File: config.mk
export PLATFORM = sky130hd
export DESIGN_NAME = tinyml_apb3_master_flat
export DESIGN_NICKNAME = d
export VERILOG_FILES = /design/src/rtl/tinyml_apb3_master_if.sv /design/src/rtl/tinyml_apb3_master.sv /design/src/flat_wrapper.sv
export SDC_FILE = /design/constraint.sdc
export NUM_CORES = 1
export LEC_CHECK = 0
export ABC_CLOCK_PERIOD_IN_PS = 2800
export CAP_MARGIN = 20
export CORE_AREA = 5 5 104 106
export DETAILED_ROUTE_END_ITERATION = 10
export DIE_AREA = 0 0 109 111
export PLACE_DENSITY = 0.77
export SETUP_SLACK_MARGIN = 0.1
export SYNTH_ARGS = -nofsm -noshare
export SYNTH_HDL_FRONTEND = slang
export SYNTH_SLANG_ARGS = --single-unit
File: constraint.sdc
create_clock -name clk -period 2.8 [get_ports clk]
set_input_delay 0.42 -clock clk [delete_from_list [all_inputs] [get_ports clk]]
set_output_delay 0.42 -clock clk [all_outputs]
set_load 0.05 [all_outputs]
File: src/rtl/tinyml_apb3_master_if.sv
// Bus interfaces for the tinyml APB3 initiator: local command/response channel and APB3 bus.

interface tinyml_cmd_if #(
  parameter int unsigned ADDR_WIDTH = 12,
  parameter int unsigned DATA_WIDTH = 32
);
  logic                  cmd_valid;
  logic                  cmd_ready;
  logic                  cmd_write;
  logic [ADDR_WIDTH-1:0] cmd_addr;
  logic [DATA_WIDTH-1:0] cmd_wdata;
  logic                  rsp_valid;
  logic                  rsp_ready;
  logic [DATA_WIDTH-1:0] rsp_rdata;
  logic                  rsp_error;
  logic                  rsp_timeout;
  logic                  busy;

  // Local controller issuing commands.
  modport master (
    output cmd_valid, cmd_write, cmd_addr, cmd_wdata, rsp_ready,
    input  cmd_ready, rsp_valid, rsp_rdata, rsp_error, rsp_timeout, busy
  );

  // APB initiator accepting commands.
  modport slave (
    input  cmd_valid, cmd_write, cmd_addr, cmd_wdata, rsp_ready,
    output cmd_ready, rsp_valid, rsp_rdata, rsp_error, rsp_timeout, busy
  );
endinterface

interface tinyml_apb3_if #(
  parameter int unsigned ADDR_WIDTH = 12,
  parameter int unsigned DATA_WIDTH = 32
);
  logic [ADDR_WIDTH-1:0] PADDR;
  logic                  PSEL;
  logic                  PENABLE;
  logic                  PWRITE;
  logic [DATA_WIDTH-1:0] PWDATA;
  logic                  PREADY;
  logic [DATA_WIDTH-1:0] PRDATA;
  logic                  PSLVERROR;

  // APB requester.
  modport master (
    output PADDR, PSEL, PENABLE, PWRITE, PWDATA,
    input  PREADY, PRDATA, PSLVERROR
  );

  // APB completer (register bank).
  modport slave (
    input  PADDR, PSEL, PENABLE, PWRITE, PWDATA,
    output PREADY, PRDATA, PSLVERROR
  );
endinterface

File: src/rtl/tinyml_apb3_master.sv
// APB3 initiator: turns single-beat local commands into SETUP/ACCESS transfers
// and returns data, slave error and timeout on a valid/ready response channel.

module tinyml_apb3_master #(
  parameter int unsigned ADDR_WIDTH     = 12,
  parameter int unsigned DATA_WIDTH     = 32,
  parameter int unsigned TIMEOUT_CYCLES = 256,
  parameter int unsigned TO_CNT_WIDTH   = 9
) (
  input  logic            clk,
  input  logic            reset,
  tinyml_cmd_if.slave     cmd,
  tinyml_apb3_if.master   apb
);

  localparam int unsigned TO_LAST_I = (TIMEOUT_CYCLES == 0) ? 0 : TIMEOUT_CYCLES - 1;
  localparam logic [TO_CNT_WIDTH-1:0] TO_LAST = TO_CNT_WIDTH'(TO_LAST_I);
  localparam logic TO_EN = (TIMEOUT_CYCLES != 0);

  typedef enum logic [1:0] {
    S_IDLE   = 2'd0,
    S_SETUP  = 2'd1,
    S_ACCESS = 2'd2,
    S_RESP   = 2'd3
  } state_t;

  state_t                  state_q, state_d;
  logic [ADDR_WIDTH-1:0]   paddr_q, paddr_d;
  logic [DATA_WIDTH-1:0]   pwdata_q, pwdata_d;
  logic                    pwrite_q, pwrite_d;
  logic [DATA_WIDTH-1:0]   rdata_q, rdata_d;
  logic                    error_q, error_d;
  logic                    timeout_q, timeout_d;
  logic [TO_CNT_WIDTH-1:0] cnt_q, cnt_d;

  // State and datapath registers; reset aborts any transfer silently.
  always_ff @(posedge clk or posedge reset) begin
    if (reset) begin
      state_q   <= S_IDLE;
      paddr_q   <= '0;
      pwdata_q  <= '0;
      pwrite_q  <= 1'b0;
      rdata_q   <= '0;
      error_q   <= 1'b0;
      timeout_q <= 1'b0;
      cnt_q     <= '0;
    end else begin
      state_q   <= state_d;
      paddr_q   <= paddr_d;
      pwdata_q  <= pwdata_d;
      pwrite_q  <= pwrite_d;
      rdata_q   <= rdata_d;
      error_q   <= error_d;
      timeout_q <= timeout_d;
      cnt_q     <= cnt_d;
    end
  end

  // Next-state and datapath updates.
  always_comb begin
    state_d   = state_q;
    paddr_d   = paddr_q;
    pwdata_d  = pwdata_q;
    pwrite_d  = pwrite_q;
    rdata_d   = rdata_q;
    error_d   = error_q;
    timeout_d = timeout_q;
    cnt_d     = cnt_q;
    case (state_q)
      S_IDLE: begin
        if (cmd.cmd_valid) begin
          paddr_d  = cmd.cmd_addr;
          pwdata_d = cmd.cmd_wdata;
          pwrite_d = cmd.cmd_write;
          cnt_d    = '0;
          state_d  = S_SETUP;
        end
      end
      S_SETUP: state_d = S_ACCESS;
      S_ACCESS: begin
        if (apb.PREADY) begin
          rdata_d   = pwrite_q ? '0 : apb.PRDATA;
          error_d   = apb.PSLVERROR;
          timeout_d = 1'b0;
          state_d   = S_RESP;
        end else begin
          cnt_d = cnt_q + TO_CNT_WIDTH'(1);
          if (TO_EN && (cnt_q == TO_LAST)) begin
            rdata_d   = '0;
            error_d   = 1'b1;
            timeout_d = 1'b1;
            state_d   = S_RESP;
          end
        end
      end
      S_RESP: begin
        if (cmd.rsp_ready) state_d = S_IDLE;
      end
      default: state_d = S_IDLE;
    endcase
  end

  // Handshake and APB controls decode from the state register only.
  assign apb.PSEL        = (state_q == S_SETUP) || (state_q == S_ACCESS);
  assign apb.PENABLE     = (state_q == S_ACCESS);
  assign apb.PADDR       = paddr_q;
  assign apb.PWRITE      = pwrite_q;
  assign apb.PWDATA      = pwdata_q;
  assign cmd.cmd_ready   = (state_q == S_IDLE);
  assign cmd.rsp_valid   = (state_q == S_RESP);
  assign cmd.busy        = (state_q != S_IDLE);
  assign cmd.rsp_rdata   = rdata_q;
  assign cmd.rsp_error   = error_q;
  assign cmd.rsp_timeout = timeout_q;

endmodule

File: src/flat_wrapper.sv
// flat-port wrapper written by rule: the top's interface ports become plain ports
module tinyml_apb3_master_flat 
#(
  parameter int unsigned ADDR_WIDTH     = 12,
  parameter int unsigned DATA_WIDTH     = 32,
  parameter int unsigned TIMEOUT_CYCLES = 256,
  parameter int unsigned TO_CNT_WIDTH   = 9
)
  (clk, reset, cmd_cmd_valid, cmd_cmd_write, cmd_cmd_addr, cmd_cmd_wdata, cmd_rsp_ready, cmd_cmd_ready, cmd_rsp_valid, cmd_rsp_rdata, cmd_rsp_error, cmd_rsp_timeout, cmd_busy, apb_PADDR, apb_PSEL, apb_PENABLE, apb_PWRITE, apb_PWDATA, apb_PREADY, apb_PRDATA, apb_PSLVERROR);
  tinyml_cmd_if #(.ADDR_WIDTH(ADDR_WIDTH), .DATA_WIDTH(DATA_WIDTH)) cmd_i ();
  tinyml_apb3_if #(.ADDR_WIDTH(ADDR_WIDTH), .DATA_WIDTH(DATA_WIDTH)) apb_i ();
  input  logic clk;
  input  logic reset;
  input wire logic [$bits(cmd_i.cmd_valid)-1:0] cmd_cmd_valid;
  input wire logic [$bits(cmd_i.cmd_write)-1:0] cmd_cmd_write;
  input wire logic [$bits(cmd_i.cmd_addr)-1:0] cmd_cmd_addr;
  input wire logic [$bits(cmd_i.cmd_wdata)-1:0] cmd_cmd_wdata;
  input wire logic [$bits(cmd_i.rsp_ready)-1:0] cmd_rsp_ready;
  output wire logic [$bits(cmd_i.cmd_ready)-1:0] cmd_cmd_ready;
  output wire logic [$bits(cmd_i.rsp_valid)-1:0] cmd_rsp_valid;
  output wire logic [$bits(cmd_i.rsp_rdata)-1:0] cmd_rsp_rdata;
  output wire logic [$bits(cmd_i.rsp_error)-1:0] cmd_rsp_error;
  output wire logic [$bits(cmd_i.rsp_timeout)-1:0] cmd_rsp_timeout;
  output wire logic [$bits(cmd_i.busy)-1:0] cmd_busy;
  output wire logic [$bits(apb_i.PADDR)-1:0] apb_PADDR;
  output wire logic [$bits(apb_i.PSEL)-1:0] apb_PSEL;
  output wire logic [$bits(apb_i.PENABLE)-1:0] apb_PENABLE;
  output wire logic [$bits(apb_i.PWRITE)-1:0] apb_PWRITE;
  output wire logic [$bits(apb_i.PWDATA)-1:0] apb_PWDATA;
  input wire logic [$bits(apb_i.PREADY)-1:0] apb_PREADY;
  input wire logic [$bits(apb_i.PRDATA)-1:0] apb_PRDATA;
  input wire logic [$bits(apb_i.PSLVERROR)-1:0] apb_PSLVERROR;
  assign cmd_i.cmd_valid = cmd_cmd_valid;
  assign cmd_i.cmd_write = cmd_cmd_write;
  assign cmd_i.cmd_addr = cmd_cmd_addr;
  assign cmd_i.cmd_wdata = cmd_cmd_wdata;
  assign cmd_i.rsp_ready = cmd_rsp_ready;
  assign cmd_cmd_ready = cmd_i.cmd_ready;
  assign cmd_rsp_valid = cmd_i.rsp_valid;
  assign cmd_rsp_rdata = cmd_i.rsp_rdata;
  assign cmd_rsp_error = cmd_i.rsp_error;
  assign cmd_rsp_timeout = cmd_i.rsp_timeout;
  assign cmd_busy = cmd_i.busy;
  assign apb_PADDR = apb_i.PADDR;
  assign apb_PSEL = apb_i.PSEL;
  assign apb_PENABLE = apb_i.PENABLE;
  assign apb_PWRITE = apb_i.PWRITE;
  assign apb_PWDATA = apb_i.PWDATA;
  assign apb_i.PREADY = apb_PREADY;
  assign apb_i.PRDATA = apb_PRDATA;
  assign apb_i.PSLVERROR = apb_PSLVERROR;
  tinyml_apb3_master #(.ADDR_WIDTH(ADDR_WIDTH), .DATA_WIDTH(DATA_WIDTH), .TIMEOUT_CYCLES(TIMEOUT_CYCLES), .TO_CNT_WIDTH(TO_CNT_WIDTH)) u_core (.clk(clk), .reset(reset), .cmd(cmd_i), .apb(apb_i));
endmodule
# Word-level counts from Yosys, hierarchy flattened
# Cells that the tools add are included.
[op_classes]
n_eq_ne = 8
n_addsub = 1
n_reduce_logical = 9
mux = 14
[op_table]
columns = ["cell", "n"]
rows = [
  ["$mux 32", 3],
  ["$mux 9", 2],
  ["$pmux 9 s2", 1],
  ["$add 9x1->9 const B", 1],
  ["$eq 9x8->1 const B", 1],
  ["$mux 2", 4],
  ["$pmux 2 s4", 1],
  ["$ne 2x2->1 const B", 3],
  ["$reduce_and 3->1", 2],
  ["$reduce_bool 2->1", 3],
  ["$eq 2x2->1 const B", 2],
  ["$reduce_and 2->1", 2],
  ["$mux 1", 3],
  ["$ne 3x1->1 const B", 1],
  ["$eq 2x1->1 const B", 1],
  ["$logic_not 2->1", 1],
  ["$logic_or 1x1->1", 1],
]
[word_totals]
in_bits = 83
out_inout_bits = 84
word_cells = 40
reg_bits = 90

# Depth between registers and ports, before layout
[depth]
depth_word = 4
depth_mapped = 8
mapped_depth_nobuf = 7

# Worst setup path before layout
# Ideal clock, no wire load.
[synth_path]
path_type = "register -> register"
startpoint = "register u_core.state_q[0]"
endpoint = "register u_core.cnt_q[4]"
path_stages_with_launch = 8
required_time_ps = 2672
slack_ps = 736
period_less_slack_ps = 2064
n_path_buf = 1
t_arrival_ps = 1936
setup_ps = 128
path_cell_list = "dfrtp_1 -> inv_1 -> ha_1 -> buf_2 -> mux2i_1 -> nor4b_1 -> xnor2_1 -> nor2_1"
[synth_via]
elab_chain_cells = 3
elab_cells_between_ends = 7
cone_classes = "eq/ne: 3; mux: 1; reduce/logical: 3"
[synth_rtl]
columns = ["item", "line", "source"]
rows = [
  ["from (decl)", "tinyml_apb3_master.sv:27", "state_t state_q, state_d;"],
  ["from (signal assigned)", "tinyml_apb3_master.sv:48", "state_q <= state_d;"],
  ["$eq 2x2->1 (*)", "--", ""],
  ["named net apb_PENABLE", "flat_wrapper.sv:27", "output wire logic [$bits(apb_i.PENABLE)-1:0] apb_PENABLE;"],
  ["$ne 2x2->1 (no line) / $reduce_bool 2->1 (equally long branches)", "--", ""],
  ["$reduce_and 3->1 (no line)", "--", ""],
  ["to (signal assigned)", "tinyml_apb3_master.sv:55", "cnt_q <= cnt_d;"],
  ["to (decl)", "tinyml_apb3_master.sv:34", "logic [TO_CNT_WIDTH-1:0] cnt_q, cnt_d;"],
]
# The timed path passes the listed nets; every way through them passes the cells marked *.
# A chain may end at the register's enable or synchronous reset.

# Worst setup path after layout
[layout_path]
startpoint = "register u_core.state_q[0]"
endpoint = "output port apb_PENABLE"
[layout_via]
elab_chain_cells = 1
[layout_rtl]
columns = ["item", "line", "source"]
rows = [
  ["$eq 2x2->1", "tinyml_apb3_master.sv:105", "assign apb.PENABLE = (state_q == S_ACCESS);"],
  ["to (decl)", "flat_wrapper.sv:27", ""],
]
# No other way between the ends.

==> implementation parameters <==
Parameter                              Value

Worst setup path
  Data arrival time of the critical path ... 2150 ps
  Kind of launch point of the worst setup path ... flip-flop
  Worst r2r src ... u_core.state_q[0]$_DFFE_PP0P_
  Endpoint of the worst register-to-register path ... u_core.cmd.rsp_rdata[5]$_DFFE_PP0P_
  Number of cells traversed by the worst register-to-register path ... 6
  Largest fanout of any net on the critical path ... 12
  Category of the most critical setup path ... flip-flop to primary output
  Flop2flop setup slack ... 800 ps
  CP endpoint kind ... primary output
  Data required, critical path ... around 2400 ps

Timing
  Worst-case setup margin in the final layout ... between 200 and 250 ps
  Max Clock Skew ... between 9 and 10 ps
  Final worst hold slack ... approximately 500 ps
  Shortest clock period the worst path allows after layout ... ~2600 ps
  Endpoints failing hold ... 0
  Setup repair after global routing missed its margin ... no
  Relative slew margins ... roughly half
  Worst-Margin Slew ... a little over 700 ps
  Pins Over Slew Limit ... 0
  Final setup violation count ... 0
  Final-layout setup total negative slack ... 0 ps
  Share of the clock period used by the worst path ... between 90% and 100%
  Upper clock frequency limit ... ~0.39 GHz

Global routing
  Largest net degree at the start of global routing ... 52
  Global-route wire length before repair ... 14000 µm
  Initial antenna violation count ... 0
  Via count of the first global-routing pass ... about 2700
  Sum of overflow across all layers after global routing ... 0
  Overall global routing resource usage ... about 15%

Synth
  Cell with the most instances after synthesis ... sky130_fd_sc_hd__dfrtp_1
  Sequential area share after synthesis ... 64.1%
  Post-Synthesis Mean Instance Area ... around 14 µm²
  Predominant post-synthesis flop cell ... sky130_fd_sc_hd__dfrtp_1
  Combined area of all synthesized cells ... ~0.0035 mm²
  Largest area contributor in the netlist ... sky130_fd_sc_hd__dfrtp_1
  Total nets after synthesis ... ~330
  Number of enable flip-flop cells after synthesis ... 0
  Share of flip-flops with an asynchronous set or reset after synthesis ... 100%
  Number of storage elements in the synthesis netlist ... 90
  Post-synth top cells ... 90 x sky130_fd_sc_hd__dfrtp_1, 46 x sky130_fd_sc_hd__mux2_2, 36 x sky130_fd_sc_hd__a22o_1
  Yosys top cell area share ... ~64%
  Number of unique standard cell types used by synthesis ... 25
  Most area-consuming cells after synthesis ... sky130_fd_sc_hd__dfrtp_1 64%, sky130_fd_sc_hd__mux2_2 15%, sky130_fd_sc_hd__a22o_1 9.0%
  Yosys warns ... 0
  Cells after synthesis ... between 200 and 250

Clocking
  Post-CTS clock slew at the launch and capture registers of the worst setup and hold paths ... around 90 ps
  H-tree depth ... 3
  CTS root buf ... sky130_fd_sc_hd__clkbuf_8
  CTS buffer count ... 9
  Hold-fix buffers, CTS ... 0
  Count of cells resized by post-cts repair ... 0
  Clock sink count ... 90
  Clock latency at the later pin of the worst-skew pair ... about 340 ps
  CTS Buffer Depth ... 2
  Post-CTS Setup Inserts ... 0
  Clock tree from TritonCTS ... yes

Die
  Top Ports ... 167
  Die area ... about 0.012 mm²
  Die span in x ... around 110 µm
  Chip height ... 111 µm
  Core outline area ... between 0.009 and 0.01 mm²
  Count of standard-cell rows ... 36
  Initial standard-cell utilization of the core ... between 30% and 40%

Worst hold path
  Launch instance of the worst min-delay path ... u_core.cmd.rsp_error$_DFFE_PP0P_
  Hold-critical path depth ... 2
  HP Class ... flip-flop to flip-flop
  Worst Hold End ... u_core.cmd.rsp_error$_DFFE_PP0P_

Outcome
  Run status ... complete, no violations

Place
  Worst slack at placement ... 597 ps
  Placed wire-length estimate ... roughly 6500 µm
  Count of buffers inserted at the top-level ports ... approximately 170
  Gpl congestion ... 0.782

Routing
  DRT antenna net count ... 0
  DRC errors left ... 0
  Overall via count from detail_route ... between 2000 and 3000
  Total wire length after detailed routing ... slightly below 9000 µm
  Post-DR vias/cell ... around 4.7
  Starting DRC count in detailed routing ... 77
  Detailed-route wire length per cell ... approximately 16 µm
  Drt pass-1 iters ... 4

Final layout
  Diodes inserted ... 0
  Share of post-route cells with drive strength above 1 ... 16.7%
  Area added between synthesis and finish ... 57.6%
  Post-layout net count ... 502

Pwr
  Leakage component of the power ... approximately 0.0023 µW
  Total power density per cell area ... roughly 1400 mW/mm²
  Post-route total power ... about 7600 µW
  Worst vdd rail ir drop ... roughly 0.77 mV

Flow run
  Max capacitance violation total ... 0
==> worst max path at each step <==
stage,startpoint,endpoint,slack [ps],depth (start not counted)
after CTS,u_core.state_q[0]$_DFFE_PP0P_,apb_PENABLE,210,3
after floorplan,u_core.state_q[0]$_DFFE_PP0P_,u_core.cnt_q[4]$_DFFE_PP0P_,740,7
final,u_core.state_q[0]$_DFFE_PP0P_,apb_PENABLE,230,3
after global placement,u_core.state_q[0]$_DFFE_PP0P_,apb_PENABLE,660,3
after global routing,u_core.state_q[0]$_DFFE_PP0P_,apb_PENABLE,140,3
after detailed placement,apb_PREADY,u_core.cmd.rsp_rdata[1]$_DFFE_PP0P_,600,5
==> layout make-up <==
type | instances | area, µm²
fill | 818 | 4150
sequential | 90 | 2250
timing repair buffer | 171 | 1710
multi-input combinational | 136 | 1180
tap | 133 | 166
clock buffer | 10 | 128
clock inverter | 6 | 66.3
inverter | 6 | 26.3
==> critical path: stages, from the launching register on <==
cell and delay (ps):
sky130_fd_sc_hd__dfrtp_1 410, sky130_fd_sc_hd__inv_1 90, sky130_fd_sc_hd__ha_1 420, sky130_fd_sc_hd__clkdlybuf4s50_1 890
==> registers in the layout, summed over array words and instances, names as in the netlist <==
register                flops
u_core.state_q              2
u_core.apb.PADDR           12
u_core.cmd.rsp_error        1
u_core.apb.PWRITE           1
u_core.cmd.rsp_rdata       32
u_core.apb.PWDATA          32
u_core.cnt_q                9
u_core.cmd.rsp_timeout      1
==> placed cells by master (no fill, tap or decap) <==
cell / count
sky130_fd_sc_hd__clkdlybuf4s50_1: 166
sky130_fd_sc_hd__dfrtp_1: 90
sky130_fd_sc_hd__mux2_2: 46
sky130_fd_sc_hd__a22o_1: 36
sky130_fd_sc_hd__nor2_1: 9
sky130_fd_sc_hd__clkbuf_8: 9
sky130_fd_sc_hd__nand2_1: 6
sky130_fd_sc_hd__inv_1: 5
sky130_fd_sc_hd__xnor2_1: 5
sky130_fd_sc_hd__ha_1: 5
sky130_fd_sc_hd__clkinvlp_4: 4
sky130_fd_sc_hd__buf_4: 4
sky130_fd_sc_hd__o21ai_0: 3
sky130_fd_sc_hd__nand3_1: 3
sky130_fd_sc_hd__nor3_1: 3
sky130_fd_sc_hd__nor4_1: 3
sky130_fd_sc_hd__nand2b_1: 2
sky130_fd_sc_hd__a21oi_1: 2
sky130_fd_sc_hd__nor2b_1: 2
sky130_fd_sc_hd__a21o_1: 2
sky130_fd_sc_hd__nand2_2: 1
sky130_fd_sc_hd__o21ai_2: 1
sky130_fd_sc_hd__and2_1: 1
sky130_fd_sc_hd__nor2b_2: 1
sky130_fd_sc_hd__o32a_1: 1
sky130_fd_sc_hd__nand4_1: 1
sky130_fd_sc_hd__o31ai_1: 1
sky130_fd_sc_hd__mux2i_1: 1
sky130_fd_sc_hd__nor4b_1: 1
sky130_fd_sc_hd__clkinv_2: 1
sky130_fd_sc_hd__inv_6: 1
sky130_fd_sc_hd__bufinv_16: 1
sky130_fd_sc_hd__clkbuf_1: 1
sky130_fd_sc_hd__buf_12: 1
==> routing by layer <==
| metal | part of all wire, % | vias to the layer above | global-route usage, % |
|---|---|---|---|
| met5 | 0 | - | 0 |
| met2 | 47 | 104 | 23.1 |
| li1 | - | 1221 | - |
| met3 | 11 | 6 | 6.17 |
| met1 | 41 | 1273 | 17.9 |
| met4 | 0.74 | 0 | 4.29 |
==> power breakdown <==
group	internal (µW)	switching [µW]
clock network	415	451
registers	1880	304
logic	1680	2870
==> cells by family (layout without fill, tap and decap cells) <==
group	count (synthesis)	after routing	synth area share, %
flip-flops	90	90	64.1
XOR/XNOR	5	5	1.25
AND/OR/NAND/NOR	33	33	4.60
AO/OA/AOI/OAI	46	46	10.8
buffers and inverters	20	193	2.42
multiplexers	47	47	15.0
adder cells (fa/ha/maj)	5	5	1.78
==> metrics by stage <==
stage	util [%]	cells	cell area, µm²
6_report	57.1	552	5530
5_1_grt	57.1	552	5530
4_1_cts	57.1	552	5530
3_5_place_dp	55.1	536	5340
3_3_place_gp	55.1	536	5340
2_1_floorplan	-	246	3510
Note: power is estimated with default switching activity, not from simulation.
==> RTL edit: new RTL, config.mk and constraints unchanged <==
`DATA_WIDTH` is set to 32 in 4 places; all go to 48.
--- a/src/rtl/tinyml_apb3_master_if.sv
+++ b/src/rtl/tinyml_apb3_master_if.sv
@@ -2,7 +2,7 @@
 
 interface tinyml_cmd_if #(
   parameter int unsigned ADDR_WIDTH = 12,
-  parameter int unsigned DATA_WIDTH = 32
+  parameter int unsigned DATA_WIDTH = 48
 );
   logic                  cmd_valid;
   logic                  cmd_ready;
@@ -31,7 +31,7 @@
 
 interface tinyml_apb3_if #(
   parameter int unsigned ADDR_WIDTH = 12,
-  parameter int unsigned DATA_WIDTH = 32
+  parameter int unsigned DATA_WIDTH = 48
 );
   logic [ADDR_WIDTH-1:0] PADDR;
   logic                  PSEL;
--- a/src/rtl/tinyml_apb3_master.sv
+++ b/src/rtl/tinyml_apb3_master.sv
@@ -3,7 +3,7 @@
 
 module tinyml_apb3_master #(
   parameter int unsigned ADDR_WIDTH     = 12,
-  parameter int unsigned DATA_WIDTH     = 32,
+  parameter int unsigned DATA_WIDTH     = 48,
   parameter int unsigned TIMEOUT_CYCLES = 256,
   parameter int unsigned TO_CNT_WIDTH   = 9
 ) (
--- a/src/flat_wrapper.sv
+++ b/src/flat_wrapper.sv
@@ -2,7 +2,7 @@
 module tinyml_apb3_master_flat 
 #(
   parameter int unsigned ADDR_WIDTH     = 12,
-  parameter int unsigned DATA_WIDTH     = 32,
+  parameter int unsigned DATA_WIDTH     = 48,
   parameter int unsigned TIMEOUT_CYCLES = 256,
   parameter int unsigned TO_CNT_WIDTH   = 9
 )
Interface: changed (resized apb_PRDATA, apb_PWDATA, cmd_cmd_wdata and cmd_rsp_rdata); port bits go from 167 to 231. No check against the original RTL was run, so the function may have changed too.
==> RTL edit against the original RTL <==
- cell area increased by 42%
- wire length increased by 59%
- fmax decreased by 0.14%
- synthesized area increased by 34%
- total power increased by 46%
- die area unchanged
- worst setup slack got worse by 3.7 ps
- sequential cell count increased by 32
==> RTL edit: results (changes against the original RTL) <==
{
  "status": "complete, no violations",
  "critPathMaxStageDelay": {"value": 800, "unit": "ps", "change": "-90 ps"},
  "post_synth_main_area_contributors": "dfrtp_1, mux2_2, a22o_1",
  "yosys.cell_types.count": {"value": 31, "change": "+24%"},
  "grt_max_degree": {"value": 49, "change": "-5.8%"},
  "grt_first_pass_wirelength": {"value": 21300, "unit": "um", "change": "+52%"},
  "grt_antenna_before_repair": {"value": 0, "change": "unchanged"},
  "finClkSkew": {"value": 5.66, "unit": "ps", "change": "-3.40 ps"},
  "max-vdd-ir-drop": {"value": 0.00101, "unit": "V", "change": "+31%"},
  "filler_cell_count": {"value": 604, "change": "-26%"},
  "globalplace.congestion": {"value": 0.785, "change": "+0.41%"},
  "synthesized_nets": {"value": 439, "change": "+31%"},
  "p_int": {"value": 6.22, "unit": "mW", "change": "+56%"},
  "critical_path.max_fanout": {"value": 7, "change": "-5"},
  "post_cts_buffers": {"value": 0, "change": "unchanged"},
  "holdCritPathClass": "in -> async",
  "power_leakage": {"value": 3.37, "unit": "nW", "change": "+44%"},
  "clockRootBuffer": "clkbuf_8",
  "h-tree-depth": {"value": 4, "change": "+1"},
  "pre_cts_slack": {"value": 611, "unit": "ps", "change": "+14.1 ps"},
  "fin_nets": {"value": 676, "change": "+35%"},
  "synth_seq_area_share": {"value": 0.647, "change": "+0.00590"},
  "remaining_drc_errors": {"value": 0, "change": "unchanged"},
  "timing.reg2reg.setup_slack": {"value": 720, "unit": "ps", "change": "-80 ps"},
  "detailed_place_hpwl": {"value": 10300, "unit": "um", "change": "+58%"},
  "clkTransAtPathRegs": {"value": 60, "unit": "ps", "change": "-30 ps"},
  "dpl_cell_area": {"value": 7210, "unit": "um^2", "change": "+35%"},
  "area_growth_pct": 66.0,
  "layout-drive-gt1-share": {"value": 0.181, "change": "+0.0143"},
  "crit_path_top_delay_cell": "clkdlybuf4s50_1",
  "ys_top_cells_by_count": "dfrtp_1, mux2_2, a22o_1, nand2_1, buf_2",
  "drt_first_iter_violations": {"value": 144, "change": "+87%"},
  "headroom_to_the_max_slew_limit": {"value": 0.462, "change": "-0.0403"},
  "yosys_warnings": {"value": 0, "change": "unchanged"},
  "grt_util_all_layers": {"value": 0.236, "change": "+0.0901"},
  "cts_inserted_buffers": {"value": 17, "change": "+8"},
  "crit_arrival": {"value": 2150, "unit": "ps", "change": "about the same"},
  "fin_crit_sh": {"value": 0.918, "change": "+0.00132"},
  "number_of_global_route_vias_before_repair": {"value": 3890, "change": "+43%"},
  "portBuffers": {"value": 230, "change": "+39%"},
  "ys_async_sr_fraction": {"value": 1.00, "change": "unchanged"},
  "finalWirelength": {"value": 13800, "unit": "um", "change": "+59%"},
  "insertion_delay": {"value": 520, "unit": "ps", "change": "+180 ps"},
  "vias_per_cell": {"value": 5.12, "change": "+8.4%"},
  "crit_start": "u_core.state_q[0]$_DFFE_PP0P_",
  "first_pass_iters": {"value": 6, "change": "+2"}
}
RTL edit: changes by cell type after synthesis, moves of 3 or more:
cell	change
dfrtp_1	+32
mux2_2	+16
a22o_1	+15
nor2_1	-6
mux2i_1	+5
nand2_1	+5
xnor2_1	-5
nand2b_1	+4
buf_4	+3
nor3_1	-3
RTL edit: path summary, 6_finish.rpt:
kind	endpoint	depth (start not counted)
worst max-delay path	cmd_busy	4
worst min-delay path	u_core.cnt_q[0]$_DFFE_PP0P_	2
worst max register to register	u_core.cnt_q[4]$_DFFE_PP0P_	5
worst min register to register	u_core.cmd.rsp_error$_DFFE_PP0P_	2
max in group asynchronous	u_core.apb.PWDATA[36]$_DFFE_PP0P_	3
min in group clk	u_core.cmd.rsp_error$_DFFE_PP0P_	2
RTL edit: layout make-up:
cell class | count | area share
inverter | 5 | 0.00288
timing repair buffer | 238 | 0.308
sequential | 122 | 0.390
tap | 133 | 0.0213
clock inverter | 7 | 0.0176
clock buffer | 24 | 0.0614
multi-input combinational | 172 | 0.199
RTL edit: stage by stage:
stage | instances | total power, mW | hold WS [ps]
finish | 701 | 11.1 | 373
global route | 701 | 11.5 | 427
CTS | 701 | 11.2 | 376
detailed placement | 670 | 8.87 | 470
global placement | 670 | 8.77 | 468
floorplan | 319 | 6.79 | 496
RTL edit: timing repair:
action	4_1_cts	5_1_grt
resized for setup	1	1
setup endpoints to repair	1	1
pin swaps	0	0
RTL edit: kinds of logic (layout without fill, tap and decap cells):
kind of cell	count (synthesis)	after routing	share of synthesized area
AO/OA/AOI/OAI	61	61	0.109
buffers and inverters	25	274	0.0265
adder cells (fa/ha/maj)	5	5	0.0133
AND/OR/NAND/NOR	38	38	0.0435
flip-flops	122	122	0.647
multiplexers	68	68	0.161
RTL edit: power by group through the flow:
| stage | clock network, mW | registers [mW] | logic (mW) |
|---|---|---|---|
| 3_3_place_gp | 0 | 2.90 | 5.87 |
| 4_1_cts | 2.31 | 2.92 | 5.96 |
| 6_report | 2.28 | 2.92 | 5.90 |
| 2_1_floorplan | 0 | 5.38 | 1.42 |
| 3_5_place_dp | 0 | 2.93 | 5.94 |
| 5_1_grt | 2.40 | 3.02 | 6.13 |
RTL edit: layer usage:
layer | share of wire | global-route usage
met5 | 0 | 0
met4 | 0.038 | 0.119
met3 | 0.086 | 0.0891
met2 | 0.52 | 0.396
met1 | 0.36 | 0.255
RTL edit: critical path, delay by kind of cell, from the launching register on:
kind                       cells  cell delay (ps)
adders and majority gates      1              290
buffers and inverters          3              960
DFF                            1              370
